## src/rtl/usrt_pkg.sv

```systemverilog
// Shared definitions for the APB-to-USRT bridge: register map, STATUS/CTRL
// bit positions, APB handshake states and the default FIFO depth.
package usrt_pkg;

  localparam int unsigned DEFAULT_FIFO_DEPTH = 4;

  localparam logic [7:0] ADDR_TXDATA = 8'h00;
  localparam logic [7:0] ADDR_RXDATA = 8'h04;
  localparam logic [7:0] ADDR_STATUS = 8'h08;
  localparam logic [7:0] ADDR_CTRL   = 8'h0C;

  localparam int unsigned ST_TX_FULL    = 0;
  localparam int unsigned ST_TX_EMPTY   = 1;
  localparam int unsigned ST_RX_EMPTY   = 2;
  localparam int unsigned ST_RX_FULL    = 3;
  localparam int unsigned ST_RX_OVERRUN = 4;

  localparam int unsigned CTRL_TX_EN  = 0;
  localparam int unsigned CTRL_IRQ_EN = 1;

  typedef enum logic [1:0] {
    APB_IDLE,
    APB_SETUP,
    APB_ACCESS,
    APB_DONE
  } apb_state_t;

endpackage

```

## src/rtl/usrt_fifo.sv

```systemverilog
// Synchronous 8-bit FIFO; full/empty derive from the occupancy counter and
// the head entry is visible on rdata with no read latency (0 when empty).
module usrt_fifo #(
  parameter int unsigned DEPTH = 4
) (
  input  logic                     pClk,
  input  logic                     pReset,
  input  logic                     push,
  input  logic [7:0]               wdata,
  input  logic                     pop,
  output logic [7:0]               rdata,
  output logic                     full,
  output logic                     empty,
  output logic [$clog2(DEPTH):0]   count
);

  localparam int unsigned AW = $clog2(DEPTH);
  localparam int unsigned CW = AW + 1;
  localparam logic [AW:0] FULL_CNT = CW'(DEPTH);

  logic [7:0]    mem [DEPTH];
  logic [AW-1:0] wr_ptr;
  logic [AW-1:0] rd_ptr;
  logic          do_push;
  logic          do_pop;

  assign full    = (count == FULL_CNT);
  assign empty   = (count == '0);
  assign do_pop  = pop & ~empty;
  // A pop in the same cycle frees the slot, so a push into a full FIFO is kept.
  assign do_push = push & (~full | do_pop);
  assign rdata   = empty ? '0 : mem[rd_ptr];

  always_ff @(posedge pClk or posedge pReset) begin
    if (pReset) begin
      wr_ptr <= '0;
      rd_ptr <= '0;
      count  <= '0;
      for (int unsigned i = 0; i < DEPTH; i++) mem[i] <= '0;
    end else begin
      if (do_push) begin
        mem[wr_ptr] <= wdata;
        wr_ptr      <= wr_ptr + AW'(1);
      end
      if (do_pop) rd_ptr <= rd_ptr + AW'(1);
      if (do_push & ~do_pop)      count <= count + CW'(1);
      else if (do_pop & ~do_push) count <= count - CW'(1);
    end
  end

endmodule

```

## src/rtl/apb_usrt_bridge.sv

```systemverilog
// APB slave exposing TX/RX byte FIFOs, STATUS and CTRL to a USRT serializer.
// Optional interrupt output is built when USRT_IRQ_EN is defined.
module apb_usrt_bridge
  import usrt_pkg::*;
#(
  parameter int unsigned FIFO_DEPTH = DEFAULT_FIFO_DEPTH
) (
  input  logic        pClk,
  input  logic        pReset,
  input  logic        pSelect,
  input  logic        pEnable,
  input  logic        pWrite,
  input  logic [31:0] pAddress,
  input  logic [7:0]  pWData,
  output logic [7:0]  pRData,
  output logic        pReady,
  output logic        pSlvErr,
  output logic [7:0]  tx_data,
  output logic        tx_valid,
  input  logic        tx_ready,
  input  logic [7:0]  rx_data,
  input  logic        rx_valid
`ifdef USRT_IRQ_EN
  ,
  output logic        irq
`endif
);

  localparam int unsigned CW = $clog2(FIFO_DEPTH) + 1;

  apb_state_t    state, state_nxt;
  logic [7:0]    addr;
  logic          commit;
  logic          tx_en;
  logic          rx_overrun;
  logic          tx_full, tx_empty, rx_full, rx_empty;
  logic [CW-1:0] tx_count, rx_count;
  logic [7:0]    rx_head;
  logic          tx_push, tx_pop, rx_pop, ovr_set;
  logic [7:0]    status, ctrl_rd, acc_rdata;
  logic          acc_err, tx_wr, rx_rd, status_rd, ctrl_wr;
  logic          unused_bits;
`ifdef USRT_IRQ_EN
  logic          irq_en;
`endif

  assign addr        = pAddress[7:0];
  assign unused_bits = ^{pAddress[31:8], tx_count, rx_count};
  assign commit      = (state == APB_ACCESS);

  always_ff @(posedge pClk or posedge pReset) begin
    if (pReset) state <= APB_IDLE;
    else        state <= state_nxt;
  end

  always_comb begin
    state_nxt = state;
    case (state)
      APB_IDLE:   if (pSelect & ~pEnable) state_nxt = APB_SETUP;
      APB_SETUP:  if (pEnable) state_nxt = APB_ACCESS;
                  else if (~pSelect) state_nxt = APB_IDLE;
      APB_ACCESS: state_nxt = APB_DONE;
      APB_DONE:   state_nxt = (pSelect & ~pEnable) ? APB_SETUP : APB_IDLE;
      default:    state_nxt = APB_IDLE;
    endcase
  end

  always_comb begin
    status = '0;
    status[ST_TX_FULL]    = tx_full;
    status[ST_TX_EMPTY]   = tx_empty;
    status[ST_RX_EMPTY]   = rx_empty;
    status[ST_RX_FULL]    = rx_full;
    status[ST_RX_OVERRUN] = rx_overrun;
    ctrl_rd = '0;
    ctrl_rd[CTRL_TX_EN] = tx_en;
`ifdef USRT_IRQ_EN
    ctrl_rd[CTRL_IRQ_EN] = irq_en;
`else
    ctrl_rd[CTRL_IRQ_EN] = 1'b0;
`endif
  end

  assign tx_valid = ~tx_empty & tx_en;
  assign tx_pop   = tx_valid & tx_ready;

  // Address decode; effects are applied only when commit is high.
  always_comb begin
    acc_rdata = '0;
    acc_err   = 1'b0;
    tx_wr     = 1'b0;
    rx_rd     = 1'b0;
    status_rd = 1'b0;
    ctrl_wr   = 1'b0;
    case (addr)
      ADDR_TXDATA: if (pWrite) begin
                     tx_wr   = 1'b1;
                     acc_err = tx_full & ~tx_pop;
                   end else acc_err = 1'b1;
      ADDR_RXDATA: if (!pWrite) begin
                     rx_rd     = ~rx_empty;
                     acc_rdata = rx_head;
                   end else acc_err = 1'b1;
      ADDR_STATUS: if (!pWrite) begin
                     status_rd = 1'b1;
                     acc_rdata = status;
                   end else acc_err = 1'b1;
      ADDR_CTRL:   if (pWrite) ctrl_wr = 1'b1;
                   else        acc_rdata = ctrl_rd;
      default:     acc_err = 1'b1;
    endcase
  end

  assign tx_push = commit & tx_wr & ~acc_err;
  assign rx_pop  = commit & rx_rd;
  assign ovr_set = rx_valid & rx_full & ~rx_pop;

  usrt_fifo #(.DEPTH(FIFO_DEPTH)) u_tx_fifo (
    .pClk(pClk), .pReset(pReset), .push(tx_push), .wdata(pWData), .pop(tx_pop),
    .rdata(tx_data), .full(tx_full), .empty(tx_empty), .count(tx_count)
  );

  usrt_fifo #(.DEPTH(FIFO_DEPTH)) u_rx_fifo (
    .pClk(pClk), .pReset(pReset), .push(rx_valid), .wdata(rx_data), .pop(rx_pop),
    .rdata(rx_head), .full(rx_full), .empty(rx_empty), .count(rx_count)
  );

  always_ff @(posedge pClk or posedge pReset) begin
    if (pReset) begin
      pReady     <= 1'b0;
      pRData     <= '0;
      pSlvErr    <= 1'b0;
      tx_en      <= 1'b0;
      rx_overrun <= 1'b0;
    end else begin
      pReady  <= commit;
      pRData  <= commit ? acc_rdata : '0;
      pSlvErr <= commit & acc_err;
      if (commit & ctrl_wr) tx_en <= pWData[CTRL_TX_EN];
      // A fresh overrun in the clearing cycle takes priority over the clear.
      if (ovr_set)                     rx_overrun <= 1'b1;
      else if (commit & status_rd)     rx_overrun <= 1'b0;
    end
  end

`ifdef USRT_IRQ_EN
  always_ff @(posedge pClk or posedge pReset) begin
    if (pReset) begin
      irq_en <= 1'b0;
      irq    <= 1'b0;
    end else begin
      if (commit & ctrl_wr) irq_en <= pWData[CTRL_IRQ_EN];
      irq <= irq_en & (~rx_empty | (tx_empty & tx_en) | rx_overrun);
    end
  end
`endif

endmodule

```

## config.mk

```make
export PLATFORM = sky130hd
export DESIGN_NAME = apb_usrt_bridge
export DESIGN_NICKNAME = d
export VERILOG_FILES = /design/src/rtl/usrt_pkg.sv /design/src/rtl/usrt_fifo.sv /design/src/rtl/apb_usrt_bridge.sv
export SDC_FILE = /design/constraint.sdc
export NUM_CORES = 1
export LEC_CHECK = 0
export ABC_CLOCK_PERIOD_IN_PS = 2800
export CAP_MARGIN = 40
export CORE_AREA = 4 4 104 106
export DETAILED_ROUTE_END_ITERATION = 10
export DIE_AREA = 0 0 108 110
export HOLD_SLACK_MARGIN = 0.1
export PLACE_DENSITY = 0.71
export SLEW_MARGIN = 5
export SYNTH_ARGS = -nofsm -noshare
export SYNTH_HDL_FRONTEND = slang
export SYNTH_HIERARCHICAL = 1
export SYNTH_SLANG_ARGS = --single-unit
```

## constraint.sdc

```tcl
create_clock -name pClk -period 2.8 [get_ports pClk]
set_input_delay 0.7 -clock pClk [delete_from_list [all_inputs] [get_ports pClk]]
set_output_delay 0.7 -clock pClk [all_outputs]
set_load 0.005 [all_outputs]
```

# Yosys cells after proc, flatten, opt, wreduce, memory -nomap -nowiden
# Cells that the tools add are included.
dict set report totals {
  n_memories 0
  latchBits 0
  reg_bits 92
  mem_bits_ro 0
  word_cells 132
  ram_bits 0
  out_inout_bits 19
}
dict set report classes {
  n_mux 39
  bitwise_logic 38
  div 0
  reduce_logical 11
  n_shift 0
  eq_ne 10
  n_addsub 8
  magnitude_cmp 6
  n_mul 0
}
# operator count
set op_table {}
lappend op_table {{$mux 8} 10}
lappend op_table {{$bwmux 32} 2}
lappend op_table {{$bmux 8 s2} 2}
lappend op_table {{$demux 8 s2} 2}
lappend op_table {{$pmux 8 s3} 1}
lappend op_table {{$and 1x1->1} 20}
lappend op_table {{$eq 8x4->1 const B} 2}
lappend op_table {{$ge 3x3->1 const B} 4}
lappend op_table {{$mux 1} 12}
lappend op_table {{$mux 3} 4}
lappend op_table {{$not 1->1} 12}
lappend op_table {{$not 2->3} 4}
lappend op_table {{$add 2x1->2 const B} 4}
lappend op_table {{$eq 8x3->1 const B} 1}
lappend op_table {{$logic_not 8->1} 1}
lappend op_table {{$pmux 2 s4} 1}
lappend op_table {{$add 3x1->3 const B} 2}
lappend op_table {{$eq 3x3->1 const B} 2}
lappend op_table {{$logic_not 3->1} 2}
lappend op_table {{$lt 3x1->1 const B} 2}
lappend op_table {{$mux 2} 3}
lappend op_table {{$reduce_bool 2->1} 3}
lappend op_table {{$sub 3x1->3 const B} 2}
lappend op_table {{$mux 5} 1}
lappend op_table {{10 further kinds} 13}

# Logic depth before layout (Yosys ltp)
# Gate-level depths: netlist (run 1).
dict set report depth {
  depth_word 15
  mapped_depth 14
}

# By module
# The synthesis (run 1) kept the hierarchy.
# module seq_area_each_um2 cells_per_inst instances area_each_um2
set by_module_without_submodules {}
lappend by_module_without_submodules {usrt_fifo 975.9 124 2 1851.8}
lappend by_module_without_submodules {apb_usrt_bridge 350.3 63 1 644.4}

# Worst setup path after synthesis (run 1)
# OpenSTA, ideal clock, no wires.
dict set report synth_timing {
  path_type {reg2reg}
  start {reg u_rx_fifo.count[1]}
  end {reg u_rx_fifo.count[1]}
  period_less_slack_ns 2.859
  t_required_ns 2.675
  path_stages_with_launch 13
  n_path_buf 1
  arrival_time_ns 2.734
  slack_ns -0.059
  cell_sequence {dfrtp_1 -> or3_1 -> clkbuf_1 -> inv_1 -> nor4b_1 -> nand4_1 -> inv_1 -> nor4b_4 -> nor2b_1 -> ha_1 -> inv_1 -> fa_1 -> mux2_2}
}
dict set report synth_via {
  elab_chain_cells 11
  elab_cells_between_ends 19
  cone_classes {add/sub (2); eq/ne (1); mux (4); bitwise (10); reduce/logical (2)}
}
# item line
set synth_rtl {}
lappend synth_rtl {{start: declaration} usrt_fifo.sv:14} ;# output logic [$clog2(DEPTH):0] count
lappend synth_rtl {{start signal: assignment} usrt_fifo.sv:46} ;# if (do_push & ~do_pop) count <= count + CW'(1);
lappend synth_rtl {{start signal: assignment} usrt_fifo.sv:47} ;# else if (do_pop & ~do_push) count <= count - CW'(1);
lappend synth_rtl {{$logic_not 3->1 (*)} usrt_fifo.sv:28} ;# assign empty = (count == '0);
lappend synth_rtl {{named net rx_empty} apb_usrt_bridge.sv:36} ;# logic tx_full, tx_empty, rx_full, rx_empty;
lappend synth_rtl {{$not 1->1 (*)} apb_usrt_bridge.sv:101} ;# rx_rd = ~rx_empty;
lappend synth_rtl {{$mux 1 (*)} apb_usrt_bridge.sv:100} ;# ADDR_RXDATA: if (!pWrite) begin
lappend synth_rtl {{$mux 1 (*)} apb_usrt_bridge.sv:95} ;# case (addr)
lappend synth_rtl {{$and 1x1->1 (*)} apb_usrt_bridge.sv:115} ;# assign rx_pop = commit & rx_rd;
lappend synth_rtl {{named net rx_pop} apb_usrt_bridge.sv:39} ;# logic tx_push, tx_pop, rx_pop, ovr_set;
lappend synth_rtl {{$and 1x1->1 (*)} usrt_fifo.sv:29} ;# assign do_pop = pop & ~empty;
lappend synth_rtl {{$or 1x1->1 (*)} usrt_fifo.sv:31} ;# assign do_push = push & (~full | do_pop);
lappend synth_rtl {{$and 1x1->1 (*)} usrt_fifo.sv:31}
lappend synth_rtl {{named net u_rx_fifo.do_push} usrt_fifo.sv:24} ;# logic do_push;
lappend synth_rtl {{$not 1->1} usrt_fifo.sv:47}
lappend synth_rtl {{$and 1x1->1} usrt_fifo.sv:47}
lappend synth_rtl {{$reduce_bool 2->1 (no source line)} --}
# The timed path passes the listed nets; every way through them passes the cells marked *. The select of a mux whose other input is x is not followed.
# A chain may end at the register's enable or synchronous reset.

# Final worst setup path (run 1)
dict set report layout_timing {
  start {in pWrite}
  end {reg u_rx_fifo.count[2]}
}
dict set report layout_via {
  elab_chain_cells 9
  elab_cells_between_ends 12
  cone_classes {mux (3); bitwise (8); reduce/logical (1)}
}
# item line
set layout_rtl {}
lappend layout_rtl {{start: declaration} apb_usrt_bridge.sv:12} ;# input logic pWrite,
lappend layout_rtl {{$mux 1 (*)} apb_usrt_bridge.sv:100}
lappend layout_rtl {{$mux 1 (*)} apb_usrt_bridge.sv:95}
lappend layout_rtl {{$and 1x1->1 (*)} apb_usrt_bridge.sv:115}
lappend layout_rtl {{named net rx_pop} apb_usrt_bridge.sv:39}
lappend layout_rtl {{$and 1x1->1 (*)} usrt_fifo.sv:29}
lappend layout_rtl {{$or 1x1->1 (*)} usrt_fifo.sv:31}
lappend layout_rtl {{$and 1x1->1 (*)} usrt_fifo.sv:31}
lappend layout_rtl {{named net u_rx_fifo.do_push} usrt_fifo.sv:24}
lappend layout_rtl {{$not 1->1} usrt_fifo.sv:47}
lappend layout_rtl {{$and 1x1->1} usrt_fifo.sv:47}
lappend layout_rtl {{$reduce_bool 2->1 (no source line)} --}
# The timed path passes the listed nets; every way through them passes the cells marked *.

==> run_results.csv, run 1 <==
group,metric,value,unit
setup_path,r2r_cells,11,
final_layout,nets,477,
detailed_routing,vias,2704,
clock_tree,cts_tree,"done",
hold_path,hold_path_depth,1,
clock_tree,cts_buffer_depth,2,
synth,synthArstFlopShare,1.00,
floorplan,die-width,108,um
global_routing,grt_pass1_vias,2926,
hold_path,hp-class,"reg -> reg",
floorplan,rows,36,
setup_path,reg2reg_to,"u_rx_fifo/count[1]",
floorplan,core_region_area,0.00977,mm^2
sta,hold_viol,0,
setup_path,crit_fanout,2,
clock_tree,clock-root-buffer,"clkbuf_8",
sta,fmax,370,MHz
synth,synth.largest_area_cell,"dfrtp_1",
synth,ys_top_cells_by_area,"dfrtp_1, mux2_2, mux4_2",
flow_run,max-cap-violations,0,
detailed_routing,wl_per_cell,15.7,um
sta,finalClockSkew,14.3,ps
final_layout,n_antenna_cell,0,
sta,whs,472,ps
synth,synth_enable_flop_cells,0,
final_layout,multi_input_area,0.00199,mm^2
final_layout,drive_above_1_share,0.419,
setup_path,crit_path_max_incr_delay,450,ps
clock_tree,clock_latency,370,ps
clock_tree,cts.sinks,92,
synth,ys_types,33,
synth,syn_nets,378,
synth,ys_seq_elements,92,
final_layout,ff_latch_area,0.00230,mm^2
sta,relSlewSlack,0.592,
setup_path,crit_family,"simple AND/OR/NAND/NOR gates",
setup_path,cp-end-kind,"register",
detailed_routing,drc,0,
detailed_routing,first_pass_iters,4,
final_layout,final_cell_mix,"dfrtp_1, mux2_2, clkdlybuf4s50_1",
global_routing,overflow,0,
synth,yosysTopAreaCellShare,0.529,
status,outcome,"finished clean",
floorplan,die_h,110,um
sta,tightest_slew,612,ps
placed_design,io_buffer_count,49,
global_routing,grt_max_degree,40,
setup_path,reg2reg_from,"u_rx_fifo/count[2]",
floorplan,dieArea,0.0119,mm^2
power_and_ir_drop,peakVddDrop,0.456,mV
floorplan,io_pins,74,
sta,tns,0,ps
power_and_ir_drop,leakage,2.56,nW
synth,syn_area_per_cell,14.0,um^2
sta,setup_violations,0,
sta,period_needed,2710,ps
placed_design,dpl.hpwl,6.07,mm
setup_path,crit_required,3100,ps
setup_path,path_cells,"clkdlybuf4s50_1, nor4b_2, nand4_1, inv_2, nor4b_4, nor2b_2, ha_2, inv_1, fa_2, xor2_1, nor2_1, xor2_1",
setup_path,cpMostUsedCell,"xor2_1",
setup_path,crit_path_start_kind,"input port",
synth,synth_top_flop_cell,"dfrtp_1",
synth,syn-cell-area,0.00435,mm^2
final_layout,fillCellCount,821,
detailed_routing,via_per_inst,4.93,
sta,slew_viol_final,0,
synth,ys.warnings.count,6,
clock_tree,clk_pin_slew,100,ps
setup_path,worstSetupPathType,"in -> reg",
setup_path,regToRegSetupSlack,120,ps
clock_tree,cts_buffers,9,
setup_path,crit_buf_inv,3,
synth,synth_cells,311,
placed_design,gp_congestion,0.769,
global_routing,groute.usage.overall,0.158,
global_routing,antenna_found_initial,0,
setup_path,arrival,3010,ps
final_layout,final_common_cell,"dfrtp_1",
power_and_ir_drop,power_density,687,mW/mm^2
global_routing,grt_first_pass_wirelength,14.3,mm
floorplan,start_util,0.445,
final_layout,area_growth,30.4,%
setup_path,slowest_stage,"clkdlybuf4s50_1",
clock_tree,cts_max_level,3,
detailed_routing,drt_iter0_drc,90,
sta,min_period_over_period,0.967,
detailed_routing,wl,8.61,mm
synth,seq_area_frac_synth,0.529,
detailed_routing,drtAntennaViolNets,0,
flip-flops by register name, indices dropped and copies added (netlist names), named ones only:
signal / count
pRData: 8
pReady: 1
pSlvErr: 1
rx_overrun: 1
state: 1
tx_en: 1
u_rx_fifo/count: 3
u_rx_fifo/mem: 32
u_rx_fifo/rd_ptr: 2
u_rx_fifo/wr_ptr: 2
u_tx_fifo/count: 3
u_tx_fifo/mem: 32
u_tx_fifo/rd_ptr: 2
u_tx_fifo/wr_ptr: 2
routing by layer:
metal  up-vias  GRT usage  share of wire  routed length [um]
met2        41      0.255           0.49                4240
met3         6     0.0379          0.039                 339
met1      1363      0.212           0.46                3960
li1       1294          -              -                   -
met4         0     0.0514         0.0087                  75
met5         -          0              0                   0
synthesized netlist by cell type, drive strengths merged (2+ instances only):
| cell type | instances |
|---|---|
| nor3b | 2 |
| buf | 2 |
| and2 | 16 |
| o21ai | 2 |
| xor2 | 4 |
| inv | 15 |
| nor2 | 21 |
| dfrtp | 92 |
| nor2b | 5 |
| and3 | 3 |
| mux2 | 70 |
| mux4 | 16 |
| nand3 | 5 |
| a22oi | 5 |
| ha | 10 |
| nor4b | 3 |
| clkbuf | 5 |
| a31oi | 2 |
| nand2 | 13 |
| xnor2 | 8 |
| fa | 2 |
| or3 | 2 |
cell families after synthesis:
kind of cell / count (synthesis) / share of synthesized area
compound gates: 12 / 0.0184
xor+xnor: 12 / 0.0242
fa+ha+maj: 12 / 0.0380
buf+inv: 22 / 0.0196
flops: 92 / 0.529
mux: 86 / 0.264
simple gates: 75 / 0.106
metrics by stage:
stage / cell area (um^2) / total power [W] / std cells / worst slack [ps] / util
after floorplan: 4360 / 0.00253 / 311 / 2.26 / -
after global placement: 5370 / 0.00289 / 523 / -320 / 0.549
after detailed placement: 5370 / 0.00296 / 523 / -421 / 0.549
after CTS: 5590 / 0.00391 / 540 / 31.6 / 0.571
after global routing: 5670 / 0.00413 / 548 / -0.690 / 0.580
final: 5670 / 0.00390 / 548 / 93.7 / 0.580
where the power goes:
group / switching [W] / leakage [nW] / total, W / internal [W]
Combinational: 0.000457 / 1.27 / 0.00116 / 0.000703
Clock: 0.000489 / 0.103 / 0.000933 / 0.000444
Sequential: 0.000160 / 1.19 / 0.00180 / 0.00164
Total: 0.00111 / 2.56 / 0.00390 / 0.00279
worst max-delay path by stage:
stage | start | to | slack [ps] | cells after the start
after floorplan | u_rx_fifo/count[0] | u_rx_fifo/count[1] | 2 | 12
after global placement | pAddress[1] | u_tx_fifo/count[2] | -320 | 11
after detailed placement | pAddress[1] | u_tx_fifo/count[2] | -420 | 11
after CTS | u_tx_fifo/rd_ptr[0] | tx_data[5] | 30 | 4
after global routing | pAddress[3] | u_tx_fifo/count[2] | -0.7 | 12
final | pWrite | u_rx_fifo/count[2] | 90 | 12
timing repair:
| item | CTS | global route |
|---|---|---|
| hold buffers | 0 | 0 |
| endpoints found under the hold margin | 0 | 0 |
| pin swaps | 2 | 8 |
| endpoints found under the setup margin | 2 | 10 |
| setup buffers | 1 | 8 |
| resized for setup | 2 | 7 |
area by class of cell:
class	instances	area share
Multi-Input combinational cell	197	0.351
Inverter	15	0.00993
Timing Repair Buffer	95	0.167
Sequential cell	92	0.406
Clock buffer	10	0.0243
Tap cell	133	0.0293
Clock inverter	6	0.0121
No activity file was read; power rests on OpenSTA's default activity.
==> run 2: changes to the inputs <==
- CAP_MARGIN: 40 -> 0
==> results of run 2 <==
Final layout, timing and power as in run 1 (identical DEF).
==> run 3: changes to the inputs <==
- GPL_ROUTABILITY_DRIVEN: not set -> 0
==> results of run 3 <==
Final layout, timing and power as in run 1 (identical DEF).
